$ cat src/rtl/fft8_sched.sv
// fft8_sched: load / compute / unload sequencer for an 8-point radix-2 DIT FFT
// built around a single external combinational butterfly.
module fft8_sched #(
    parameter int DW = 32,
    parameter int N  = 8
) (
    input  logic          i_clk,
    input  logic          i_rst,
    input  logic          i_in_valid,
    output logic          o_in_ready,
    input  logic [DW-1:0] i_in_re,
    input  logic [DW-1:0] i_in_im,
    output logic          o_out_valid,
    input  logic          i_out_ready,
    output logic [DW-1:0] o_out_re,
    output logic [DW-1:0] o_out_im,
    output logic          o_out_last,
    output logic [DW-1:0] o_bf_data_0_re,
    output logic [DW-1:0] o_bf_data_0_im,
    output logic [DW-1:0] o_bf_data_1_re,
    output logic [DW-1:0] o_bf_data_1_im,
    output logic [DW-1:0] o_bf_twiddle_re,
    output logic [DW-1:0] o_bf_twiddle_im,
    input  logic [DW-1:0] i_bf_data_0_re,
    input  logic [DW-1:0] i_bf_data_0_im,
    input  logic [DW-1:0] i_bf_data_1_re,
    input  logic [DW-1:0] i_bf_data_1_im,
    output logic          o_busy,
    output logic          o_done
);

    generate
        if (N != 8) begin : g_badSize
            $error("fft8_sched supports only N = 8");
        end
    endgenerate

    typedef enum logic [1:0] {
        IDLE,
        LOAD,
        COMPUTE,
        UNLOAD
    } state_t;

    localparam logic [DW-1:0] W_ZERO    = DW'(32'h00000000);
    localparam logic [DW-1:0] W_ONE     = DW'(32'h3F800000);
    localparam logic [DW-1:0] W_NEG_ONE = DW'(32'hBF800000);
    localparam logic [DW-1:0] W_RT_HALF = DW'(32'h3F3504F3);
    localparam logic [DW-1:0] W_NEG_RT  = DW'(32'hBF3504F3);

    state_t        r_state;
    logic [2:0]    r_inCount;
    logic [3:0]    r_bfCount;
    logic [2:0]    r_outIdx;
    logic          r_inReady;
    logic          r_outValid;
    logic          r_busy;
    logic          r_done;
    logic [DW-1:0] r_bufRe [N];
    logic [DW-1:0] r_bufIm [N];

    logic          w_inFire;
    logic          w_outFire;
    logic          w_computing;
    logic [2:0]    w_inAddr;
    logic [1:0]    w_stage;
    logic [1:0]    w_j;
    logic [2:0]    w_top;
    logic [2:0]    w_bot;
    logic [1:0]    w_twIdx;
    logic [DW-1:0] w_twRe;
    logic [DW-1:0] w_twIm;

    assign w_inFire    = i_in_valid && r_inReady;
    assign w_outFire   = r_outValid && i_out_ready;
    assign w_computing = (r_state == COMPUTE);
    assign w_inAddr    = {r_inCount[0], r_inCount[1], r_inCount[2]};
    assign w_stage     = r_bfCount[3:2];
    assign w_j         = r_bfCount[1:0];

    // Operand pair of butterfly j in stage s; the span doubles every stage.
    always_comb begin
        w_top   = 3'd0;
        w_bot   = 3'd0;
        w_twIdx = 2'd0;
        case (w_stage)
            2'd0: begin
                w_top   = {w_j, 1'b0};
                w_bot   = {w_j, 1'b1};
                w_twIdx = 2'd0;
            end
            2'd1: begin
                w_top   = {w_j[1], 1'b0, w_j[0]};
                w_bot   = {w_j[1], 1'b1, w_j[0]};
                w_twIdx = {w_j[0], 1'b0};
            end
            default: begin
                w_top   = {1'b0, w_j};
                w_bot   = {1'b1, w_j};
                w_twIdx = w_j;
            end
        endcase
    end

    always_comb begin
        w_twRe = W_ONE;
        w_twIm = W_ZERO;
        case (w_twIdx)
            2'd0: begin
                w_twRe = W_ONE;
                w_twIm = W_ZERO;
            end
            2'd1: begin
                w_twRe = W_RT_HALF;
                w_twIm = W_NEG_RT;
            end
            2'd2: begin
                w_twRe = W_ZERO;
                w_twIm = W_NEG_ONE;
            end
            default: begin
                w_twRe = W_NEG_RT;
                w_twIm = W_NEG_RT;
            end
        endcase
    end

    assign o_bf_data_0_re  = w_computing ? r_bufRe[w_top] : '0;
    assign o_bf_data_0_im  = w_computing ? r_bufIm[w_top] : '0;
    assign o_bf_data_1_re  = w_computing ? r_bufRe[w_bot] : '0;
    assign o_bf_data_1_im  = w_computing ? r_bufIm[w_bot] : '0;
    assign o_bf_twiddle_re = w_computing ? w_twRe : '0;
    assign o_bf_twiddle_im = w_computing ? w_twIm : '0;

    assign o_in_ready  = r_inReady;
    assign o_out_valid = r_outValid;
    assign o_out_re    = r_outValid ? r_bufRe[r_outIdx] : '0;
    assign o_out_im    = r_outValid ? r_bufIm[r_outIdx] : '0;
    assign o_out_last  = r_outValid && (r_outIdx == 3'd7);
    assign o_busy      = r_busy;
    assign o_done      = r_done;

    always_ff @(posedge i_clk) begin
        if (i_rst) begin
            r_state    <= IDLE;
            r_inCount  <= 3'd0;
            r_bfCount  <= 4'd0;
            r_outIdx   <= 3'd0;
            r_inReady  <= 1'b1;
            r_outValid <= 1'b0;
            r_busy     <= 1'b0;
            r_done     <= 1'b0;
        end else begin
            r_done <= 1'b0;
            case (r_state)
                IDLE, LOAD: begin
                    if (w_inFire) begin
                        r_inCount <= r_inCount + 3'd1;
                        r_busy    <= 1'b1;
                        if (r_inCount == 3'd7) begin
                            r_state   <= COMPUTE;
                            r_inReady <= 1'b0;
                            r_bfCount <= 4'd0;
                        end else begin
                            r_state <= LOAD;
                        end
                    end
                end
                COMPUTE: begin
                    if (r_bfCount == 4'd11) begin
                        r_bfCount  <= 4'd0;
                        r_state    <= UNLOAD;
                        r_outValid <= 1'b1;
                        r_outIdx   <= 3'd0;
                    end else begin
                        r_bfCount <= r_bfCount + 4'd1;
                    end
                end
                UNLOAD: begin
                    if (w_outFire) begin
                        r_outIdx <= r_outIdx + 3'd1;
                        if (r_outIdx == 3'd7) begin
                            r_state    <= IDLE;
                            r_outValid <= 1'b0;
                            r_inReady  <= 1'b1;
                            r_busy     <= 1'b0;
                            r_done     <= 1'b1;
                            r_inCount  <= 3'd0;
                        end
                    end
                end
                default: begin
                    r_state <= IDLE;
                end
            endcase
        end
    end

    // Samples land bit-reversed so the in-place DIT passes finish in natural order.
    always_ff @(posedge i_clk) begin
        if (w_inFire) begin
            r_bufRe[w_inAddr] <= i_in_re;
            r_bufIm[w_inAddr] <= i_in_im;
        end else if (w_computing) begin
            r_bufRe[w_top] <= i_bf_data_0_re;
            r_bufIm[w_top] <= i_bf_data_0_im;
            r_bufRe[w_bot] <= i_bf_data_1_re;
            r_bufIm[w_bot] <= i_bf_data_1_im;
        end
    end

endmodule

$ cat config.mk
export PLATFORM = sky130hd
export DESIGN_NAME = fft8_sched
export DESIGN_NICKNAME = d
export VERILOG_FILES = /design/src/rtl/fft8_sched.sv
export SDC_FILE = /design/constraint.sdc
export NUM_CORES = 1
export LEC_CHECK = 0
export ABC_AREA = 1
export BUFFER_PORTS_ARGS = -buffer_cell sky130_fd_sc_hd__buf_2
export CAP_MARGIN = 15
export CORE_ASPECT_RATIO = 1.75
export CORE_MARGIN = 4
export CORE_UTILIZATION = 35
export DETAILED_ROUTE_END_ITERATION = 8
export PLACE_DENSITY = 0.61
export SYNTH_ARGS = -nofsm -noshare
export SYNTH_HDL_FRONTEND = slang
export SYNTH_SLANG_ARGS = --single-unit
$ cat constraint.sdc
create_clock -name i_clk -period 6.35 [get_ports i_clk]
set_clock_uncertainty 0.05 [all_clocks]
set_input_delay 0.635 -clock i_clk [delete_from_list [all_inputs] [get_ports i_clk]]
set_output_delay 0.635 -clock i_clk [all_outputs]
set_load 0.1 [all_outputs]
==> out/metrics.yaml <==
slowest_delay_ps: 640
antenna_found_initial: 1
reg2reg_to: "r_bufIm[4][2]"
syn_area_um2: 37600
critPathSlowestCell: "dfxtp_1"
cellPowerDensity_nw_per_um2: 222
worstSetupEndpointType: "output pin"
grt_pass1_vias: 37500
drc: 0
row_count: 158
async_flop_share: 0
nNetsFinal: 5863
dpl_cell_area_um2: 40200
fmax_mhz: 201
rrSetupSlack_ps: 1950
grt_max_degree: 188
synth_commonest_cells: "nand2_1, o21ai_0, nand3_1"
synthFlopType: "edfxtp_1"
postRouteAntennaNets: 0
drv_cap: 0
tns_ps: 0
endpoint: "o_bf_data_1_re[9]"
reg2reg_depth: 7
worstSetupPathType: "flop to output pin"
clkLatencyLatePin_ps: 640
die_area_um2: 113000
synth-seq-area-share: 0.419
critical_path_arrival_ps: 4300
core_area_um2: 106000
synth.distinct_cells: 26
cp.depth: 10
path_buf_inv: 3
min_path_type: "input port to flop"
status: "finished, final reports clean"
syn_to_final_growth_pct: 11.7
clockBufferDepth: 3
crit_path_start: "r_bfCount[3]"
startpoint_type: "flop"
cts_made_buffers: 55
drive_above_1_share: 0.110
rsz0062_at_grt: "false"
cts.root.buffer_cell: "clkbuf_16"
first_pass_iters: 6
yosys.area.top_type: "edfxtp_1"
n_fill_cell: 11100
ys_top_cells_by_area: "edfxtp_1, nand2_1, o21ai_0"
grt.overflow.total: 0
wl_per_cell_um: 23.2
routed_via_density: 5.59
gp_congestion: 0.871
die_w_um: 256
cts_tree: "done"
synth_top_area_frac: 0.409
synth_edf_count: 512
drt-total-wl_um: 164000
post_cts_buffers: 0
ys_ff_latch: 531
yosys_warnings: 0
synth.most_common_cell: "nand2_1"
ios: 457
initial_core_util: 0.354
slew_violations: 0
finalWorstPathRequiredPeriod_ps: 4980
path_cells: "inv_2, nand2_8, nand2_8, buf_12, nand2_1, o21ai_0, nand2_1, nand3_1, nor2_1, buf_2"
num_vias: 39500
fin_crit_sh: 0.785
ir_drop_mv: 0.209
first_iter_violations: 4250
slew_headroom: 0.160
setup_violations: 0
crit_family: "simple AND/OR/NAND/NOR gates"
clock_sinks: 531
portBuffers: 430
grtUsageTotal: 0.275
hpwl_um: 96200
regToRegStartpoint: "r_bfCount[3]"
fin_cells: 7065
finalHoldViolations: 0
cts.htree.levels: 2
leakagePower_nw: 19.4
worst_pin_slew_ps: 1260
clk_pin_slew_worst_paths_ps: 70
fin_area_um2: 42000
required_ps: 5660
place_inst: 6965
grt_pass1_wl_um: 238000
cp_max_fo: 82
netlist_instances: 5558
ctsHoldBuffers: 0
cts_resized: 0
die_h_um: 442
avgSynthCellArea_um2: 6.77
[kinds of logic after synthesis]
logic type / synth area share
AND/OR/NAND/NOR: 0.312
flip-flops: 0.419
adder cells (fa/ha/maj): 0.00166
buffers and inverters: 0.112
other: 0.0000997
AO/OA/AOI/OAI: 0.156
[sequential cells by signal, summed over array words and instances (netlist names), 2 cells and up, named ones only]
name       flops
r_bfCount      4
r_bufIm      256
r_bufRe      256
r_inCount      3
r_outIdx       3
r_state        2
[through the flow]
| step | util | worst slack, ps | hold slack (ps) | total power (W) |
|---|---|---|---|---|
| final | 0.395 | 1370 | 285 | 0.00931 |
| after global routing | 0.395 | 1160 | 276 | 0.00962 |
| after CTS | 0.395 | 1380 | 251 | 0.00933 |
| after detailed placement | 0.378 | 1940 | 427 | 0.00597 |
| after global placement | 0.378 | 1990 | 414 | 0.00594 |
| after floorplan | - | -686 | 407 | 0.00544 |
[per-layer routing]
metal / vias to the layer above / part of all wire / track usage
li1: 18400 / - / -
met1: 18300 / 0.36 / 0.317
met2: 2271 / 0.49 / 0.491
met3: 591 / 0.086 / 0.0342
met4: 0 / 0.065 / 0.157
met5: - / 0 / 0
[worst min-delay path by stage]
stage | startpoint | endpoint | slack [ps] | depth (start not counted)
5_1_grt | i_rst | r_inCount[1] | 280 | 2
4_1_cts | i_rst | r_inCount[1] | 250 | 2
3_3_place_gp | r_outIdx[1] | flop | 410 | 2
3_5_place_dp | r_outIdx[1] | flop | 430 | 2
6_report | i_rst | r_inCount[1] | 290 | 2
2_1_floorplan | r_outIdx[1] | flop | 410 | 2
[cell type report]
| type | count | area [um2] | area share |
|---|---|---|---|
| inverters | 490 | 1850 | 0.0440 |
| clock inverters | 27 | 300 | 0.00715 |
| multi-input cells | 4079 | 18000 | 0.428 |
| clock buffers | 72 | 1480 | 0.0353 |
| well taps | 1360 | 1700 | 0.0405 |
| repair buffers | 505 | 2890 | 0.0688 |
| diodes | 1 | 2.50 | 0.0000596 |
| flip-flops and latches | 531 | 15800 | 0.376 |
[placed cells by master, fill, tap and decap left out, types with 15 or more instances in the layout]
cell type / n
o21ai_0: 678
nand2_1: 1779
nand3_1: 631
clkbuf_16: 57
inv_1: 481
edfxtp_1: 512
a21oi_1: 203
buf_4: 61
buf_2: 430
conb_1: 26
nor2_1: 432
o21ai_1: 254
clkbuf_1: 15
[where the power goes]
group	switching, W	internal, W
combinational	0.00138	0.000432
clock	0.00149	0.00191
sequential	0.0000680	0.00403
No activity file was read; power rests on OpenSTA's default activity.
